## src/rtl/key_progress_ctrl.sv

```systemverilog
// key_progress_ctrl: stage-1 key collection sequencer.
// Tracks which key the player is hunting (key_find), validates pickups with a
// hold-to-collect counter, enforces a cooldown after each pickup, runs the
// stage countdown and reports stage clear / stage fail to the game FSM.
module key_progress_ctrl #(
  parameter int KEY1_X      = 65,
  parameter int KEY1_Y      = 35,
  parameter int KEY2_X      = 235,
  parameter int KEY2_Y      = 35,
  parameter int KEY3_X      = 235,
  parameter int KEY3_Y      = 205,
  parameter int KEY_SIZE    = 20,
  parameter int DOOR_X      = 150,
  parameter int DOOR_Y      = 100,
  parameter int DOOR_SIZE   = 20,
  parameter int HOLD_FRAMES = 30,
  parameter int COOL_FRAMES = 15,
  parameter int TIME_LIMIT  = 3600
) (
  input  logic        clk,
  input  logic        rst_n,
  input  logic [3:0]  state,
  input  logic        tick,
  input  logic [8:0]  player_x,
  input  logic [8:0]  player_y,
  input  logic        interact,
  output logic [1:0]  key_find,
  output logic        door_open,
  output logic        stage_clear,
  output logic        stage_fail,
  output logic [15:0] time_left,
  output logic [4:0]  hold_cnt
);

  localparam logic [3:0]  STAGE1 = 4'd2;

  // Region corners in 10 bits so rx+S-1 never wraps for on-screen values.
  localparam logic [9:0]  K1X  = 10'(KEY1_X);
  localparam logic [9:0]  K1Y  = 10'(KEY1_Y);
  localparam logic [9:0]  K2X  = 10'(KEY2_X);
  localparam logic [9:0]  K2Y  = 10'(KEY2_Y);
  localparam logic [9:0]  K3X  = 10'(KEY3_X);
  localparam logic [9:0]  K3Y  = 10'(KEY3_Y);
  localparam logic [9:0]  KSZ  = 10'(KEY_SIZE);
  localparam logic [9:0]  DX   = 10'(DOOR_X);
  localparam logic [9:0]  DY   = 10'(DOOR_Y);
  localparam logic [9:0]  DSZ  = 10'(DOOR_SIZE);

  localparam logic [4:0]  HOLD_N = 5'(HOLD_FRAMES);
  localparam logic [7:0]  COOL_N = 8'(COOL_FRAMES);
  localparam logic [15:0] TL_N   = 16'(TIME_LIMIT);

  typedef enum logic [2:0] {
    S_IDLE,
    S_SEEK,
    S_HOLD,
    S_COOL,
    S_DOOR,
    S_CLEAR,
    S_TIMEOUT
  } fsm_t;

  fsm_t        fsm;
  logic [7:0]  cool_cnt;

  logic        tgt_in;
  logic        door_in;
  logic        qualify;
  logic        door_hit;
  logic        expire;
  logic [15:0] time_dec;

  // Inclusive square hit test: [r, r+s-1] on both axes.
  function automatic logic in_region(input logic [8:0] px, input logic [8:0] py,
                                     input logic [9:0] rx, input logic [9:0] ry,
                                     input logic [9:0] s);
    logic [9:0] x;
    logic [9:0] y;
    x = {1'b0, px};
    y = {1'b0, py};
    return (x >= rx) && (x <= rx + s - 10'd1) &&
           (y >= ry) && (y <= ry + s - 10'd1);
  endfunction

  // Hit tests against the key currently being hunted and against the door.
  always_comb begin
    tgt_in = 1'b0;
    case (key_find)
      2'd0:    tgt_in = in_region(player_x, player_y, K1X, K1Y, KSZ);
      2'd1:    tgt_in = in_region(player_x, player_y, K2X, K2Y, KSZ);
      2'd2:    tgt_in = in_region(player_x, player_y, K3X, K3Y, KSZ);
      default: tgt_in = 1'b0;
    endcase
    door_in = in_region(player_x, player_y, DX, DY, DSZ);
  end

  assign qualify  = tick && interact && tgt_in;
  assign door_hit = tick && interact && door_in;
  // Expiry is the tick that takes time_left from 1 to 0.
  assign expire   = tick && (time_left == 16'd1);
  assign time_dec = (time_left == 16'd0) ? 16'd0 : time_left - 16'd1;

  // Stage FSM with all outputs registered; leaving STAGE1 behaves like reset.
  always_ff @(posedge clk) begin
    if (!rst_n || state != STAGE1) begin
      fsm         <= S_IDLE;
      key_find    <= 2'd0;
      door_open   <= 1'b0;
      stage_clear <= 1'b0;
      stage_fail  <= 1'b0;
      time_left   <= 16'd0;
      hold_cnt    <= 5'd0;
      cool_cnt    <= 8'd0;
    end else begin
      stage_clear <= 1'b0;
      stage_fail  <= 1'b0;
      case (fsm)
        S_IDLE: begin
          fsm       <= S_SEEK;
          time_left <= TL_N;
          key_find  <= 2'd0;
          hold_cnt  <= 5'd0;
          cool_cnt  <= 8'd0;
          door_open <= 1'b0;
        end

        S_SEEK, S_HOLD, S_COOL, S_DOOR: begin
          if (tick) begin
            time_left <= time_dec;
            if (fsm == S_DOOR && door_hit) begin
              // Door entry beats a simultaneous expiry.
              stage_clear <= 1'b1;
              door_open   <= 1'b0;
              fsm         <= S_CLEAR;
            end else if (expire) begin
              // Expiry beats a simultaneous key completion: key_find frozen.
              stage_fail <= 1'b1;
              hold_cnt   <= 5'd0;
              door_open  <= 1'b0;
              fsm        <= S_TIMEOUT;
            end else begin
              case (fsm)
                S_SEEK: begin
                  if (qualify) begin
                    if (HOLD_N == 5'd1) begin
                      key_find <= key_find + 2'd1;
                      hold_cnt <= 5'd0;
                      cool_cnt <= COOL_N;
                      fsm      <= S_COOL;
                    end else begin
                      hold_cnt <= 5'd1;
                      fsm      <= S_HOLD;
                    end
                  end
                end

                S_HOLD: begin
                  if (qualify) begin
                    if (hold_cnt + 5'd1 == HOLD_N) begin
                      key_find <= key_find + 2'd1;
                      hold_cnt <= 5'd0;
                      cool_cnt <= COOL_N;
                      fsm      <= S_COOL;
                    end else begin
                      hold_cnt <= hold_cnt + 5'd1;
                    end
                  end else begin
                    hold_cnt <= 5'd0;
                    fsm      <= S_SEEK;
                  end
                end

                S_COOL: begin
                  if (cool_cnt <= 8'd1) begin
                    cool_cnt <= 8'd0;
                    if (key_find == 2'd3) begin
                      door_open <= 1'b1;
                      fsm       <= S_DOOR;
                    end else begin
                      fsm <= S_SEEK;
                    end
                  end else begin
                    cool_cnt <= cool_cnt - 8'd1;
                  end
                end

                default: begin
                  // DOOR without entry: only the countdown moves.
                end
              endcase
            end
          end
        end

        default: begin
          // CLEAR and TIMEOUT hold everything until the stage is left.
        end
      endcase
    end
  end

endmodule

```

## config.mk

```make
export PLATFORM = sky130hd
export DESIGN_NAME = key_progress_ctrl
export DESIGN_NICKNAME = d
export VERILOG_FILES = /design/src/rtl/key_progress_ctrl.sv
export SDC_FILE = /design/constraint.sdc
export NUM_CORES = 1
export LEC_CHECK = 0
export ABC_AREA = 1
export CORE_ASPECT_RATIO = 0.8
export CORE_UTILIZATION = 48
export DETAILED_ROUTE_END_ITERATION = 7
export PLACE_DENSITY = 0.77
export SYNTH_ARGS = -nofsm -noshare
export SYNTH_HDL_FRONTEND = slang
export SYNTH_SLANG_ARGS = --single-unit
```

## constraint.sdc

```tcl
create_clock -name clk -period 2 [get_ports clk]
set_clock_uncertainty 0.15 [all_clocks]
set_input_delay 0.6 -clock clk [delete_from_list [all_inputs] [get_ports clk]]
set_output_delay 0.6 -clock clk [all_outputs]
set_load 0.01 [all_outputs]
```

==> metrics.yaml <==
detailed_routing:
  drt_iter0_markers: 334
  first_pass_iters: 5
  vias: 3659
  drc: 0
  wl_um: 9910
  ant_nets: 0
  via_per_inst: 5.43
  wl_per_cell_um: 14.7
die:
  fp-row-count: 24
  core_sq_um: 5560
  dieArea_sq_um: 6190
  die_x_um: 87.7
  die_h_um: 70.5
  pin_count: 52
  initial_core_util_pct: 50.7
job:
  drv_cap: 0
cells_and_area:
  fillers: 377
  finalNetCount: 632
  area_growth_pct: 57.8
  drive_gt1_share_pct: 37.6
  n_antenna_cell: 0
  instances_no_fill: 674
sta:
  finalSetupViolCount: 11
  tightest_slew_ps: 350
  fin_crit_ps: 2130
  max_freq_mhz: 469
  relSlewSlack_pct: 76.5
  report.final.slew_viol_count: 0
  hold_viol: 0
  rsz0062_at_grt: "yes"
  finalCritPeriodShare_pct: 107
  setup_ws_ps: -134
critical_path:
  rr_startpoint: "key_find[1]"
  rrSetupSlack_ps: -80
  cp_data_required_time_ps: 2080
  r2r-end: "fsm[1]"
  cp_max_fo: 2
  critPathArrivalTime_ps: 2210
  cp-end-kind: "flip-flop"
  worst_setup_path_start_kind: "input pin"
  critical_path_class: "input pin to flip-flop"
  rr_worst_depth: 15
synth:
  syn_area_per_cell_sq_um: 6.15
  synth-seq-area-share_pct: 26.3
  synth_edf_count: 0
  synth_top_family_by_area: "simple AND/OR/NAND/NOR gates"
  synth-xor-area-share_pct: 4.04
  synth_compound_area_share_pct: 11.1
  yosys.area_share.simple_pct: 42.4
  synth_area_sq_um: 2820
  synth-adder-area-share_pct: 4.88
  ys_ff_latch: 37
  yosysWarnings: 0
  synth_cells: 458
  synth_cell_types: 39
  synth_ff_type: "dfxtp_1"
  synth_nets: 495
  synthMuxAreaShare_pct: 0
  async_flop_share_pct: 0
clocking:
  clock_sinks: 37
  cts.clk_slew.worst_paths_ps: 80
  cts_tree: "built"
  cts_buffers: 5
  h-tree-depth: 2
  clockBufferDepth: 2
  clock_tree.root_cell: "clkbuf_8"
  cts_hold_buf: 0
  worst_skew_pair.late_latency_ps: 290
hold_path:
  min_path_cells: 1
  hold-path-endpoint: "time_left[2]"
  hold_class: "flip-flop to flip-flop"
  holdCritStartpoint: "time_left[2]"
pwr:
  power.switching_uw: 436
  power.leakage_uw: 0.00225
  switching_share_pct: 28.3
  power_frac_clock_pct: 33.5
  ir_drop_v: 0.000319
  p_int_uw: 1100
  pwr-share-seq_pct: 48.1
  power_density_nw_per_um2: 345
  pwr-share-comb_pct: 18.4
place:
  port_buffers: 51
  gp_routability_congestion: 0.955
  dpl.hpwl_um: 6290
  place_inst: 654
  pre_cts_slack_ps: -763
outcome:
  status: "complete, but fails checks"
  violations: "setup timing"
global_routing:
  grt_use_total_pct: 27.1
  overflow: 0
  antenna_found_initial: 0
  grt_pass1_vias: 3088
  grt_pass1_wl_um: 13300
  grt_max_degree: 12
[synthesized netlist by cell type (2+ instances only)]
library cell	number	area share, %
xnor2_1	3	0.93
o21ai_1	4	0.71
a211oi_1	2	0.53
nand3_1	38	6.7
nor2_2	3	0.67
a21boi_0	2	0.53
ha_1	11	4.9
xor2_1	10	3.1
a221oi_1	4	1.2
nand4_1	10	2.2
and3_1	2	0.44
nand2_1	99	13
nand2_2	3	0.67
dfxtp_1	37	26
inv_2	2	0.27
o21ai_0	14	2.5
buf_6	2	0.80
inv_1	73	9.7
a21oi_1	17	3.0
o21ai_2	4	1.2
nor2_1	83	11
nand2_4	3	1.2
a31oi_1	2	0.44
clkbuf_1	2	0.27
nor3_1	14	2.5
[cells by family (layout without fill, tap and decap cells)]
kind of cell / count (synthesis) / count (layout)
compound gates: 51 / 51
xor+xnor: 13 / 13
fa+ha+maj: 11 / 11
buf+inv: 81 / 218
flops: 37 / 37
simple gates: 265 / 266
[power by group through the flow]
stage | clock (uW) | sequential, uW | combinational (uW)
4_1_cts | 523 | 741 | 247
6_report | 514 | 740 | 283
2_1_floorplan | 0 | 760 | 111
5_1_grt | 555 | 740 | 305
3_5_place_dp | 0 | 758 | 237
3_3_place_gp | 0 | 758 | 231
[stage by stage]
step	hold slack (ps)	cell area (sq um)	utilization, %	setup TNS [ps]	power (uW)
floorplan	318	2830	-	0	870
finish	324	4450	80.1	-528	1540
global placement	312	3940	70.9	-14900	989
CTS	335	4160	74.9	-50.2	1510
global route	352	4450	80.1	-2420	1600
detailed placement	324	3940	70.9	-17380	995
[worst max path at each step]
stage | to | start | cells past startpoint
after floorplan | cool_cnt[4] | player_x[7] | 13
after CTS | fsm[1] | player_x[6] | 14
final | fsm[1] | player_x[7] | 16
after global placement | cool_cnt[2] | player_y[3] | 12
after global routing | fsm[1] | player_x[7] | 16
after detailed placement | cool_cnt[2] | player_x[2] | 15
[critical path, stage by stage]
cell and delay, ps:
buf_2 110, buf_6 110, nor2_2 90, nand2_1 70, nor2_1 130, nand3_1 110
nand2_2 120, nand3_2 100, nand2_2 120, buf_6 110, nand3_1 100, nand2_1 130
nand2_1 80, nand3_2 80, nand2_1 50, nor2_1 110
[layout make-up]
class                           instances  area [sq um]  area share, %
Inverter                               77           305           6.86
Multi-Input combinational cell        341          2180           49.0
Clock inverter                          2          10.0          0.225
Sequential cell                        37           754           17.0
Timing Repair Buffer                  133          1030           23.2
Tap cell                               78          97.6           2.19
Clock buffer                            6          72.6           1.63
[repair_timing]
| item | in CTS | in global routing |
|---|---|---|
| buffers inserted | 2 | 9 |
| pin swaps | 32 | 54 |
| resized for setup | 95 | 122 |
| gates cloned | 1 | 0 |
| endpoints found under the setup margin | 39 | 25 |
[metal layers]
layer	vias up	share of wire, %	GRT usage, %
met1	1680	41	36.3
met2	193	49	44.4
li1	1739	-	-
met4	0	3.4	9.84
met3	47	6.7	4.20
met5	-	0	0
[state kept, by name (all words and copies together), names as in the netlist]
name,flops
cool_cnt,8
hold_cnt,5
stage_clear,1
time_left,16
fsm,3
stage_fail,1
door_open,1
key_find,2
[placed cells by master (no fill, tap or decap), types with 13 or more instances in the layout]
| cell | instances |
|---|---|
| nand2_1 | 81 |
| nor2_1 | 59 |
| a21oi_1 | 14 |
| clkbuf_2 | 13 |
| nand2_2 | 16 |
| nor2_4 | 13 |
| nand3_1 | 28 |
| dlygate4sd2_1 | 17 |
| dfxtp_1 | 28 |
| buf_4 | 77 |
| inv_1 | 60 |
| inv_2 | 13 |
| nor2_2 | 15 |
| clkdlybuf4s50_1 | 14 |
Power figures use the tool's default switching activity.
